## src/rtl/stream_downsizer.sv

```systemverilog
// Wide-to-narrow stream serialiser: one holding register plus slice counter, no bubble between words.
// Optional STREAM_DOWNSIZER_PARTIAL_EN adds i_nslices to emit fewer than DATA_WIDTH/OUT_WIDTH slices per word.
module stream_downsizer #(
  parameter int DATA_WIDTH = 32,
  parameter int OUT_WIDTH  = 8,
  parameter int MSB_FIRST  = 0,
  localparam int R    = DATA_WIDTH / OUT_WIDTH,
  localparam int CNTW = (R > 1) ? $clog2(R) : 1
) (
  input  logic                  i_clk,
  input  logic                  i_rst,
  input  logic                  i_valid_s,
  output logic                  o_ready_s,
  input  logic [DATA_WIDTH-1:0] i_datain,
  output logic                  o_valid_m,
  input  logic                  i_ready_m,
  output logic [OUT_WIDTH-1:0]  o_dataout,
  output logic                  o_last,
  output logic                  o_busy
`ifdef STREAM_DOWNSIZER_PARTIAL_EN
  ,
  input  logic [CNTW:0]         i_nslices
`endif
);

  if ((DATA_WIDTH % OUT_WIDTH != 0) || (R < 2)) begin : g_bad_params
    $fatal(1, "stream_downsizer: DATA_WIDTH must be a multiple of OUT_WIDTH with ratio >= 2");
  end

  typedef enum logic {
    EMPTY = 1'b0,
    SEND  = 1'b1
  } state_t;

  state_t                state_q;
  logic [DATA_WIDTH-1:0] buf_q;
  logic [CNTW-1:0]       idx_q;
  logic [CNTW-1:0]       last_idx;
  logic [CNTW-1:0]       pos;
  logic                  rdy_en_q;
  logic                  full_q;
  logic                  xfer_in;
  logic                  xfer_out;

`ifdef STREAM_DOWNSIZER_PARTIAL_EN
  logic [CNTW:0] nsl_q;
  logic [CNTW:0] nsl_in;

  // Out-of-range counts (0 or > R) collapse to a full word before storage.
  always_comb begin
    nsl_in = i_nslices;
    if ((i_nslices == '0) || (i_nslices > (CNTW+1)'(R)))
      nsl_in = (CNTW+1)'(R);
  end

  assign last_idx = CNTW'(nsl_q - (CNTW+1)'(1));
`else
  assign last_idx = CNTW'(R - 1);
`endif

  assign full_q    = (state_q == SEND);
  assign o_valid_m = full_q;
  assign o_busy    = full_q;
  assign o_last    = full_q && (idx_q == last_idx);
  assign xfer_out  = o_valid_m && i_ready_m;
  // rdy_en_q keeps ready low through reset and the release edge.
  assign o_ready_s = rdy_en_q && (!full_q || (xfer_out && o_last));
  assign xfer_in   = i_valid_s && o_ready_s;

  always_comb begin
    pos = idx_q;
    if (MSB_FIRST != 0)
      pos = CNTW'(R - 1) - idx_q;
  end

  assign o_dataout = buf_q[int'(pos)*OUT_WIDTH +: OUT_WIDTH];

  always_ff @(posedge i_clk or posedge i_rst) begin
    if (i_rst) begin
      state_q  <= EMPTY;
      buf_q    <= '0;
      idx_q    <= '0;
      rdy_en_q <= 1'b0;
`ifdef STREAM_DOWNSIZER_PARTIAL_EN
      nsl_q    <= (CNTW+1)'(R);
`endif
    end else begin
      rdy_en_q <= 1'b1;
      case (state_q)
        EMPTY: begin
          if (xfer_in) begin
            buf_q   <= i_datain;
            idx_q   <= '0;
            state_q <= SEND;
`ifdef STREAM_DOWNSIZER_PARTIAL_EN
            nsl_q   <= nsl_in;
`endif
          end
        end
        SEND: begin
          if (xfer_out) begin
            if (!o_last) begin
              idx_q <= idx_q + 1'b1;
            end else if (xfer_in) begin
              buf_q <= i_datain;
              idx_q <= '0;
`ifdef STREAM_DOWNSIZER_PARTIAL_EN
              nsl_q <= nsl_in;
`endif
            end else begin
              idx_q   <= '0;
              state_q <= EMPTY;
            end
          end
        end
        default: state_q <= EMPTY;
      endcase
    end
  end

endmodule

```

## config.mk

```make
export PLATFORM = sky130hd
export DESIGN_NAME = stream_downsizer
export DESIGN_NICKNAME = d
export VERILOG_FILES = /design/src/rtl/stream_downsizer.sv
export SDC_FILE = /design/constraint.sdc
export NUM_CORES = 1
export LEC_CHECK = 0
export ABC_AREA = 1
export BUFFER_PORTS_ARGS = -buffer_cell sky130_fd_sc_hd__buf_2
export CORE_AREA = 2 2 67 69
export DETAILED_ROUTE_END_ITERATION = 16
export DIE_AREA = 0 0 69 71
export PLACE_DENSITY = 0.7
export SLEW_MARGIN = 20
export SYNTH_ARGS = -nofsm -noshare
export SYNTH_HDL_FRONTEND = slang
export SYNTH_SLANG_ARGS = --single-unit
```

## constraint.sdc

```tcl
create_clock -name i_clk -period 2.3 [get_ports i_clk]
set_input_delay 0.115 -clock i_clk [delete_from_list [all_inputs] [get_ports i_clk]]
set_output_delay 0.115 -clock i_clk [all_outputs]
set_load 0.01 [all_outputs]
```

# Word level (Yosys, flattened, before mapping)
# Index checks and enable logic that the tools add are counted.
# Widths: inputs -> output; s select.
# word_totals
latch_bits	0
register_bits	36
mem_bits_ro	0
memories	0
ramBits	0
out_inout_bits	12
word_cells	32
# classes
n_addsub	1
n_bitwise	1
n_mul	0
shifts	1
div	0
mux	12
magnitude_cmp	0
reduce_logical	9
n_eq_ne	4
# op_table
cell	n
$mux 32	3
$pmux 32 s2	1
$shiftx 32x6->8	1
$mux 2	3
$logic_and 1x1->1	5
$ne 2x2->1 const B	2
$pmux 2 s2	1
$reduce_and 2->1	2
$mux 1	3
$add 2x1->2 const B	1
$eq 2x2->1 const B	1
$ne 2x1->1 const B	1
$pmux 1 s2	1
$logic_not 1->1	1
$logic_or 1x1->1	1
$not 1->1	1

# Depth between registers and ports, before layout
# depth
word_depth	10
depth_mapped	7
depth_no_buf	6

# Worst setup path after synthesis
# Ideal clock, no wire load.
# synth_path
kind	register to register
start	register idx_q[0]
end	register buf_q[10]
arrival_ns	1.027
path_stages_with_launch	7
t_required_ns	2.183
setup_slack_ns	1.156
cell_sequence	dfrtp_1 > ha_1 > nand2_1 > nand2_4 > buf_4 > nand4_1 > nand2_1
# synth_via
elab_chain_cells	10
# synth_lines
element	line	source
start: declaration	37	logic [CNTW-1:0] idx_q;
start signal: assignment	103	idx_q <= idx_q + 1'b1;
$eq 2x2->1 *	64	assign o_last = full_q && (idx_q == last_idx);
$logic_and 1x1->1 *	64	
$logic_and 1x1->1	67	assign o_ready_s = rdy_en_q && (!full_q || (xfer_out && o_last));
$logic_or 1x1->1	67	
$logic_and 1x1->1	67	
$logic_and 1x1->1	68	assign xfer_in = i_valid_s && o_ready_s;
$mux 32 (3 in series)	n/a	
$pmux 32 s2	n/a	
end signal: assignment	92	buf_q <= i_datain;
end signal: assignment	105	buf_q <= i_datain;
end: declaration	36	logic [DATA_WIDTH-1:0] buf_q;
# Every way passes the cells marked *; elsewhere a longest branch is shown, timed or not. The select of a mux whose other input is x is not followed.
# A chain may end at the register's enable or synchronous reset.

# Final worst setup path
# layout_path
start	register rdy_en_q
end	output o_ready_s
# layout_via
elab_chain_cells	1
# layout_lines
element	line	source
start: declaration	40	logic rdy_en_q;
start signal: assignment	83	rdy_en_q <= 1'b0;
start signal: assignment	88	rdy_en_q <= 1'b1;
$logic_and 1x1->1	67	
end: declaration	13	output logic o_ready_s,
# Every way passes these cells.

==> impl_metrics.py <==
metrics = {
    "critical_path": {
        "worstSetupPathType": "register to primary output",
        "critPathLaunch": "rdy_en_q",
        "slowest_delay_ns": 0.72,
        "crit_slowest_cell": "dfrtp_1",
        "start_kind": "register",
        "cp.arrival_ns": 1.62,
        "reg2reg_from": "idx_q[0]",
        "crit_family": "flip-flops",
        "crit_required_ns": 2.18,
        "crit_buf_inv": 3,
        "end_kind": "primary output",
        "worstPathCellList": "buf_4, nand2_1, inv_1, buf_2",
        "cp_max_fo": 20,
    },
    "cts": {
        "cts-buffers-inserted": 5,
        "cts_buffer_depth": 2,
        "clk_pin_slew_ns": 0.07,
        "cts_root_buf": "clkbuf_8",
        "clkLatencyLatePin_ns": 0.28,
        "cts_max_level": 2,
        "postCtsSetupRepairBufs": 0,
        "numClockSinks": 36,
        "hold_buffers": 1,
        "cts_tree": "done",
        "postCtsResizedCells": 0,
    },
    "sta": {
        "tns_ns": 0,
        "rsz0062_at_grt": "no",
        "fmax_mhz": 575.6,
        "setup_viol": 0,
        "skew_ns": 0.005137,
        "hold_viol": 0,
        "slew_violations": 0,
        "min_period_ns": 1.737,
        "tightest_slew_ns": 0.5923,
        "fin_crit_sh": 0.7554,
        "max_slew_margin": 0.6052,
    },
    "floorplanning": {
        "core_region_area_sq_um": 4204,
        "dieArea_sq_um": 4899,
        "ios": 48,
        "num_rows": 24,
        "initial_utilization": 0.4417,
        "die_x_um": 69,
        "die_h_um": 71,
    },
    "synthesis": {
        "synth_area_sq_um": 1857,
        "synth_cell_types": 16,
        "ys_seq_area_frac": 0.4852,
        "synth_top_area_share": 0.4852,
        "synth_xor_area_frac": 0,
        "yosys-top-cells-area": "dfrtp_1, nand2_1, nand4_1, inv_1, buf_2",
        "yosys_warnings": 0,
        "synthesis.nets": 269,
        "synthSimpleGateAreaFrac": 0.3160,
        "synthAdderAreaFrac": 0.006739,
        "avgSynthCellArea_sq_um": 8.003,
        "postSynthCellCount": 232,
        "synth_edf_count": 0,
        "synth_flop_cell": "dfrtp_1",
        "synth_compound_area_frac": 0.07547,
        "yosys.area.top_type": "dfrtp_1",
        "ys_ff_latch": 36,
        "muxShareOfSynthArea": 0,
        "async_reset_ff_frac": 1.000,
        "synth_top_family_by_area": "simple AND/OR/NAND/NOR gates",
    },
    "route": {
        "wl_mm": 4.353,
        "dr_total_vias": 1666,
        "antenna_left": 0,
        "avgViaCountPerCell": 5.158,
        "route.detailed.drc": 0,
        "firstDrtPassIters": 4,
        "drt_iter0_markers": 93,
        "wire_per_inst_um": 13.48,
    },
    "layout": {
        "final_cells": 323,
        "drive_gt1_frac": 0.2251,
        "diodes": 0,
        "final_common_cell": "nand2_1",
        "final_cell_mix": "nand2_1, buf_2, dfrtp_1",
        "syn_to_final_growth_pct": 16.71,
        "nets": 308,
    },
    "min_path": {
        "hold_path.class": "input pin to register",
        "hold_start": "i_datain[3]",
    },
    "global_routing": {
        "grt_start_max_net_pins": 37,
        "track_usage": 0.1869,
        "grt_pass1_vias": 1588,
        "antenna_found_initial": 0,
        "grt_overflow_total": 0,
        "grt_pass1_wl_mm": 7.327,
    },
    "flow_run": {
        "drv_cap": 0,
    },
    "power": {
        "power_density_nw_per_um2": 1254,
        "p_leak_nw": 1.207,
        "ir_drop_mv": 0.5467,
    },
    "placement": {
        "place.gp.congestion": 0.8160,
        "hpwlAfterDp_mm": 2.897,
        "port_buffers": 47,
        "post-place-cells": 315,
    },
    "outcome": {
        "status": "finished, final reports clean",
    },
}
-- where the power goes --
part,switching (mW),leakage (nW),internal [mW]
registers,0.167,0.446,0.920
clock network,0.215,0.0503,0.267
logic,0.723,0.711,0.427
-- registers in the layout, indices dropped and copies added, names as in the netlist --
register	cells
buf_q	32
idx_q	2
o_busy	1
rdy_en_q	1
-- synth_stat cells (3+ instances only) --
cell,number
nand2_1,90
dfrtp_1,36
nand4_1,32
inv_1,21
buf_2,14
a21oi_1,8
o211ai_1,8
o21ai_0,8
buf_4,4
buf_6,3
nand3_1,3
-- final timing paths --
kind                            depth (start not counted)         to  slack, ns
worst min register to register                          2   buf_q[0]       0.47
worst min-delay path                                    3   buf_q[3]       0.08
max in group asynchronous                               4   idx_q[1]       1.50
min in group asynchronous                               4     o_busy       0.47
worst max-delay path                                    4  o_ready_s       0.56
worst max register to register                          6  buf_q[21]       0.60
-- worst reg2reg max path: stages (launching register included) --
cell and delay, ns:
dfrtp_1 0.35, ha_1 0.19, nand2_1 0.09, nand2_4 0.31
nand3_4 0.40, nand2_1 0.18, nand2_1 0.07
-- cell type report --
class | instances | area (sq um)
sequential | 36 | 900.9
tap | 52 | 65.06
fill | 446 | 2037
multi-input combinational | 154 | 743.2
inverter | 21 | 78.83
timing repair buffer | 53 | 282.8
clock buffer | 7 | 96.34
-- layer usage --
| layer | vias to the layer above | global-route usage | wire length (um) |
|---|---|---|---|
| met5 | - | 0 | 0 |
| met4 | 0 | 0.07190 | 78 |
| met3 | 9 | 0.03561 | 273 |
| met2 | 57 | 0.3066 | 2049 |
| met1 | 765 | 0.2475 | 1951 |
| li1 | 835 | - | - |
-- stage by stage --
step	instance area, sq um	power, mW	setup slack, ns	hold slack, ns	util
detailed placement	2061	2.252	0.6079	0.2419	0.4902
finish	2167	2.718	0.5626	0.07557	0.5155
floorplan	1857	1.941	1.156	0.2636	-
CTS	2167	2.741	0.5683	0.07269	0.5155
global route	2167	2.959	0.4436	0.07905	0.5155
global placement	2061	2.221	0.6763	0.2404	0.4902
-- cells by family after synthesis --
family          after synthesis
other cells                   1
simple gates                128
fa+ha+maj                     1
flops                        36
compound gates               24
buf+inv                      42
(Power assumes the default switching activity.)
